$ cat src/rtl/fwd_mux_pkg.sv
// Shared types for the forwarding-mux controller: pipeline entry record and the
// per-edge action decoded from freeze/flush/stall priority.
package fwd_mux_pkg;

  localparam int FWD_SEL_REGFILE = 0;

  // Entry destination field width; covers register files of up to 256 entries.
  // The controller zero-extends its REG_W-wide addresses into this field.
  localparam int FWD_MAX_REG_W = 8;

  typedef struct packed {
    logic                     valid;
    logic [FWD_MAX_REG_W-1:0] dest;
    logic                     is_load;
  } fwd_entry_t;

  typedef enum logic [1:0] {
    ACT_HOLD,
    ACT_FLUSH,
    ACT_BUBBLE,
    ACT_SHIFT
  } pipe_action_t;

  function automatic pipe_action_t decode_action(input logic freeze_i,
                                                 input logic flush_i,
                                                 input logic stall_i);
    if (freeze_i) begin
      return ACT_HOLD;
    end else if (flush_i) begin
      return ACT_FLUSH;
    end else if (stall_i) begin
      return ACT_BUBBLE;
    end
    return ACT_SHIFT;
  endfunction

endpackage

$ cat src/rtl/fwd_mux_ctrl_match.sv
// Priority encoder for one decode operand: youngest in-flight producer wins,
// and a load found younger than LOAD_READY flags a load-use hazard.
module fwd_match
  import fwd_mux_pkg::*;
#(
  parameter int DEPTH      = 3,
  parameter int REG_W      = 5,
  parameter int LOAD_READY = 2,
  parameter int SEL_W      = 2
) (
  input  fwd_entry_t [DEPTH:1] entries_i,
  input  logic [REG_W-1:0]     src_i,
  output logic [SEL_W-1:0]     sel_o,
  output logic                 load_hazard_o
);

  logic [FWD_MAX_REG_W-1:0] src_ext;

  assign src_ext = FWD_MAX_REG_W'(src_i);

  // Scan oldest to youngest so the last hit, the smallest stage index, sticks.
  always_comb begin
    sel_o         = SEL_W'(FWD_SEL_REGFILE);
    load_hazard_o = 1'b0;
    if (src_i != '0) begin
      for (int k = DEPTH; k >= 1; k--) begin
        if (entries_i[k].valid && (entries_i[k].dest == src_ext)) begin
          sel_o         = SEL_W'(k);
          load_hazard_o = entries_i[k].is_load && (k < LOAD_READY);
        end
      end
    end
  end

endmodule

$ cat src/rtl/fwd_mux_ctrl.sv
// Operand-source controller: tracks in-flight destinations and drives the ALU
// forwarding selects plus load-use stall. FWD_MUX_STATS_EN adds stall/forward counters.
module fwd_mux_ctrl
  import fwd_mux_pkg::*;
#(
  parameter  int NUM_REGS   = 32,
  parameter  int DEPTH      = 3,
  parameter  int LOAD_READY = 2,
  localparam int REG_W      = $clog2(NUM_REGS),
  localparam int SEL_W      = $clog2(DEPTH + 1)
) (
  input  logic             CLK,
  input  logic             nRST,
  input  logic             freeze,
  input  logic             flush,
  input  logic             issue_valid,
  input  logic             issue_wen,
  input  logic             issue_is_load,
  input  logic [REG_W-1:0] issue_dest,
  input  logic [REG_W-1:0] rs_addr,
  input  logic [REG_W-1:0] rt_addr,
  output logic [SEL_W-1:0] fwd_sel_a,
  output logic [SEL_W-1:0] fwd_sel_b,
  output logic             stall
`ifdef FWD_MUX_STATS_EN
  ,
  output logic [31:0]      stall_cycles,
  output logic [31:0]      fwd_events
`endif
);

  fwd_entry_t [DEPTH:1] entries_q;
  fwd_entry_t [DEPTH:1] entries_d;
  fwd_entry_t           issue_entry;
  pipe_action_t         action;
  logic                 hazard_a;
  logic                 hazard_b;

  fwd_match #(
    .DEPTH      (DEPTH),
    .REG_W      (REG_W),
    .LOAD_READY (LOAD_READY),
    .SEL_W      (SEL_W)
  ) u_match_a (
    .entries_i     (entries_q),
    .src_i         (rs_addr),
    .sel_o         (fwd_sel_a),
    .load_hazard_o (hazard_a)
  );

  fwd_match #(
    .DEPTH      (DEPTH),
    .REG_W      (REG_W),
    .LOAD_READY (LOAD_READY),
    .SEL_W      (SEL_W)
  ) u_match_b (
    .entries_i     (entries_q),
    .src_i         (rt_addr),
    .sel_o         (fwd_sel_b),
    .load_hazard_o (hazard_b)
  );

  assign stall  = hazard_a | hazard_b;
  assign action = decode_action(freeze, flush, stall);

  // Writes to register 0 are discarded, so they enter the pipe as bubbles.
  always_comb begin
    issue_entry         = '0;
    issue_entry.valid   = issue_valid & issue_wen & (issue_dest != '0);
    issue_entry.dest    = FWD_MAX_REG_W'(issue_dest);
    issue_entry.is_load = issue_is_load;
  end

  always_comb begin
    entries_d = entries_q;
    if (action != ACT_HOLD) begin
      for (int k = DEPTH; k >= 2; k--) begin
        entries_d[k] = entries_q[k-1];
        if ((k == 2) && (action == ACT_FLUSH)) begin
          entries_d[k].valid = 1'b0;
        end
      end
      entries_d[1] = (action == ACT_SHIFT) ? issue_entry : '0;
    end
  end

  always_ff @(posedge CLK) begin
    if (!nRST) begin
      entries_q <= '0;
    end else begin
      entries_q <= entries_d;
    end
  end

`ifdef FWD_MUX_STATS_EN
  logic [31:0] stall_cycles_q;
  logic [31:0] fwd_events_q;
  logic [1:0]  fwd_inc;

  assign fwd_inc = {1'b0, (fwd_sel_a != '0)} + {1'b0, (fwd_sel_b != '0)};

  // Both counters saturate rather than wrap.
  always_ff @(posedge CLK) begin
    if (!nRST) begin
      stall_cycles_q <= '0;
      fwd_events_q   <= '0;
    end else if (!freeze) begin
      if (stall && (stall_cycles_q != 32'hFFFF_FFFF)) begin
        stall_cycles_q <= stall_cycles_q + 32'd1;
      end
      if (!stall && issue_valid) begin
        if (fwd_events_q > (32'hFFFF_FFFF - 32'(fwd_inc))) begin
          fwd_events_q <= 32'hFFFF_FFFF;
        end else begin
          fwd_events_q <= fwd_events_q + 32'(fwd_inc);
        end
      end
    end
  end

  assign stall_cycles = stall_cycles_q;
  assign fwd_events   = fwd_events_q;
`endif

endmodule

$ cat config.mk
export PLATFORM = sky130hd
export DESIGN_NAME = fwd_mux_ctrl
export DESIGN_NICKNAME = d
export VERILOG_FILES = /design/src/rtl/fwd_mux_pkg.sv /design/src/rtl/fwd_mux_ctrl_match.sv /design/src/rtl/fwd_mux_ctrl.sv
export SDC_FILE = /design/constraint.sdc
export NUM_CORES = 1
export LEC_CHECK = 0
export ABC_CLOCK_PERIOD_IN_PS = 4000
export BUFFER_PORTS_ARGS = -buffer_cell sky130_fd_sc_hd__buf_2
export CORE_MARGIN = 4
export CORE_UTILIZATION = 51
export DETAILED_ROUTE_END_ITERATION = 10
export PLACE_DENSITY_LB_ADDON = 0.05
export SYNTH_ARGS = -nofsm -noshare
export SYNTH_HDL_FRONTEND = slang
export SYNTH_HIERARCHICAL = 1
export SYNTH_SLANG_ARGS = --single-unit
$ cat constraint.sdc
create_clock -name CLK -period 4 [get_ports CLK]
set_input_delay 0.8 -clock CLK [delete_from_list [all_inputs] [get_ports CLK]]
set_output_delay 0.8 -clock CLK [all_outputs]
set_load 0.1 [all_outputs]
Yosys cells after proc, flatten, opt, wreduce, memory -nomap -nowiden
Index checks and enable logic that the tools add are counted.
Word-level totals
  flip-flop bits (word level): 28
  bits of input ports: 22
  word-level logic and storage cells: 49
Cells by class
  reduce and logical (&&, ||, !) cells: 10
  eq/ne operators: 8
  bitwise operators: 3
  mux-type cells: 21
Operator list (number)
  8-bit by 5-bit equality test with 1-bit output: 6
  2-bit two-way mux: 12
  5-bit nonzero test: 3
  10-bit two-way mux: 1
  1-bit two-way mux: 8
  1-bit logical AND: 6
  1-bit bitwise AND: 2
  2-bit by 1-bit equality test with 1-bit output (second input constant): 1
  2-bit equality test (second input constant): 1
  2-bit nonzero test: 1
  1-bit bitwise OR: 1

Longest topological paths before layout
  depth in word-level cells: 11
  mapped depth: 7
  mapped depth without buffers: 7

Modules after synthesis
The synthesis kept the hierarchy.
By module, submodules not included
  fwd_mux_ctrl: sequential area each 420.4 um2, area an instance 823.3 um2, times used 1, cells an instance 75
  fwd_match: sequential area each 0.0 um2, area an instance 276.5 um2, times used 2, cells an instance 34

Least setup slack after synthesis
Ideal clock, no wire load.
  path kind: input to output
  start: input port rs_addr[4]
  end: output port fwd_sel_a[0]
  arrival time: 2852 ps
  slack: 348 ps
  data required time: 3200 ps
  stages on the path: 4
  cells stage by stage: xor2_1 > nor4_1 > nand3_1 > a21oi_1
Between the ends
  word-level cells in the longest chain between the ends: 6
  elaborated cells on any way between the ends: 11
Ends and longest elaborated chain
  start: declaration: RTL line fwd_mux_ctrl.sv:20  | input logic [REG_W-1:0] rs_addr,
  8-bit by 5-bit equality test with 1-bit output: RTL line fwd_mux_ctrl_match.sv:27  | if (entries_i[k].valid && (entries_i[k].dest == src_ext)) begin
  1-bit logical AND: RTL line fwd_mux_ctrl_match.sv:27
  2-bit two-way mux (3 in series): RTL line fwd_mux_ctrl_match.sv:27
  2-bit two-way mux *: RTL line fwd_mux_ctrl_match.sv:25  | if (src_i != '0) begin
  end: declaration: RTL line fwd_mux_ctrl.sv:22  | output logic [SEL_W-1:0] fwd_sel_a,
Every way passes the cells marked *; elsewhere a longest branch is shown, timed or not.

Worst setup path after layout
  start: input port rs_addr[4]
  end: output port stall
Between the ends
  word-level cells in the longest chain between the ends: 5
  elaborated cells on any way between the ends: 6
Ends and longest elaborated chain
  8-bit by 5-bit equality test with 1-bit output: RTL line fwd_mux_ctrl_match.sv:27
  1-bit logical AND: RTL line fwd_mux_ctrl_match.sv:27
  1-bit two-way mux: RTL line fwd_mux_ctrl_match.sv:27
  1-bit two-way mux *: RTL line fwd_mux_ctrl_match.sv:25
  named net hazard_a: RTL line fwd_mux_ctrl.sv:36  | logic hazard_a;
  1-bit bitwise OR *: RTL line fwd_mux_ctrl.sv:63  | assign stall = hazard_a | hazard_b;
  end: declaration: RTL line fwd_mux_ctrl.sv:24  | output logic stall
Mark *: on every way through the listed nets, which the timed path passes. The rest lies on a longest branch.

==> reports/metrics.csv <==
stage;metric;value;unit
run_status;status;finished clean;
power_and_ir_drop;leakagePower;0.0006207;µW
timing;max_slew.worst_pin.slew;0.5188;ns
global_route;antenna_found_initial;0;
finish;multiInputGateArea;955.9;µm²
run;maxCapViolCount;0;
critical_path;worstSetupPathType;in2out;
clock_network;cts_tree;yes;
clock_network;clk_pin_slew;0.09;ns
logic_synthesis;synth_warnings;6;
global_route;grt_pass1_wl;4733;µm
floorplanning;initial_core_util;53.11;%
finish;fill_cells;229;
critical_path;setup.worst_path.start;rs_addr[4];
clock_network;cts_resized;0;
detailed_routing;wl_per_cell;14.31;µm
global_route;groute.usage.overall;18.47;%
finish;final_util;62.33;%
finish;final_common_cell;buf_2;
timing;final-hold-violation-count;0;
critical_path;critPathLaunchType;primary input;
clock_network;clockRootBuffer;clkbuf_4;
floorplanning;dieArea;0.003429;mm²
timing;clock-skew-final;0.005862;ns
detailed_routing;drc;0;
critical_path;setup.worst_path.end_class;output port;
timing;slew_viol_final;0;
floorplanning;dieWidth;58.56;µm
power_and_ir_drop;peakVddDrop;0.0002481;V
floorplanning;die_y;58.56;µm
floorplanning;rows;18;
logic_synthesis;synth_cells;137;
finish;top_regs;entries_q (19);
timing;finalCritPeriodShare;88.03;%
clock_network;htree_num_levels;1;
finish;largest_reg_flops;19;
timing;totalNegativeSetupSlack;0;ns
finish;final_cell_mix;buf_2 (26), dfxtp_1 (19), nor2b_1 (18), conb_1 (18), xor2_1 (18);
clock_network;clk_latency;0.29;ns
detailed_routing;dr.pass1.iters;5;
floorplanning;coreArea;0.002455;mm²
finish;regArea;380.4;µm²
logic_synthesis;mappedNetlistArea;0.001304;mm²
clock_network;cts.sinks;19;
critical_path;critical_path_required;3.20;ns
detailed_routing;drt_iter0_markers;74;
power_and_ir_drop;power_density;232.9;mW/mm²
placed_design;io_buffers;26;
critical_path;worstPathMaxFanout;4;
clock_network;cts_buffer_depth;2;
global_route;overflow;0;
detailed_routing;detail-route-antenna-nets;0;
logic_synthesis;synth_area_per_cell;9.516;µm²
critical_path;rr_startpoint;entries_q[5];
hold_path;holdCritStartpoint;entries_q[9];
placed_design;dp_hpwl;2334;µm
hold_path;hold_class;reg2reg;
timing;maxSlewHeadroom;65.41;%
detailed_routing;wl;2990;µm
detailed_routing;vias;1108;
timing;rsz0062_at_grt;no;
finish;largest_register;entries_q;
global_route;grt_max_degree;22;
finish;syn_to_final_growth;17.37;%
timing;fmax;284.0;MHz
timing;fin_crit;3.521;ns
placed_design;routabilityCongestion;0.8381;
detailed_routing;vias_per_cell;5.301;
critical_path;critPathArrivalTime;2.72;ns
clock_network;numCtsBuffers;3;
finish;drive_gt1_share;20.67;%
global_route;grt_pass1_vias;1008;
clock_network;ctsHoldBuffers;0;
timing;finalSetupViolations;0;
clock_network;cts_setup_buffers;0;
finish;diodes;0;
floorplanning;ios;27;
finish;finalNetCount;202;
critical path, stage by stage:
cell and delay [ns]:
buf_2 0.14, xor2_1 0.17, nor4_1 0.42, nand3_1 0.19, nor3b_1 0.41, or2_2 0.18, buf_2 0.41
per-stage QoR:
step | hold WS [ns] | setup WS (ns) | area, µm² | std cells | power (µW)
after global routing | 0.5332 | 0.4127 | 1530 | 209 | 379.2
after global placement | 0.4833 | 0.6068 | 1504 | 205 | 265.2
after floorplan | 0.4484 | 0.3479 | 1368 | 154 | 244.2
final | 0.5026 | 0.4788 | 1530 | 209 | 356.4
after CTS | 0.5049 | 0.5507 | 1530 | 209 | 359.7
after detailed placement | 0.4900 | 0.5567 | 1504 | 205 | 267.7
path summary, 6_finish.rpt:
kind	endpoint	slack (ns)	cells past startpoint
hold / removal	entries_q[9]	0.50	2
setup reg to reg	entries_q[3]	1.96	7
hold reg to reg	entries_q[9]	0.50	2
setup / recovery	stall	0.48	7
report_power, final:
part / switching, µW / total [µW] / internal [µW]
combinational: 36.2 / 65.3 / 29.2
sequential: 6.04 / 199 / 193
clock: 53.0 / 91.8 / 38.8
total: 95.2 / 356 / 261
cell type report:
| cell class | count | area share (%) |
|---|---|---|
| well taps | 30 | 2.453 |
| clock buffers | 4 | 1.717 |
| repair buffers | 26 | 8.504 |
| multi-input cells | 130 | 62.47 |
| flip-flops and latches | 19 | 24.86 |
layer usage:
layer	track usage, %	up-vias	share of wire (%)
met5	0	-	0
li1	-	563	-
met1	23.36	498	45
met3	3.070	8	5.6
met2	29.35	39	47
met4	10.93	0	2.4
Note: power is estimated with default switching activity, not from simulation.
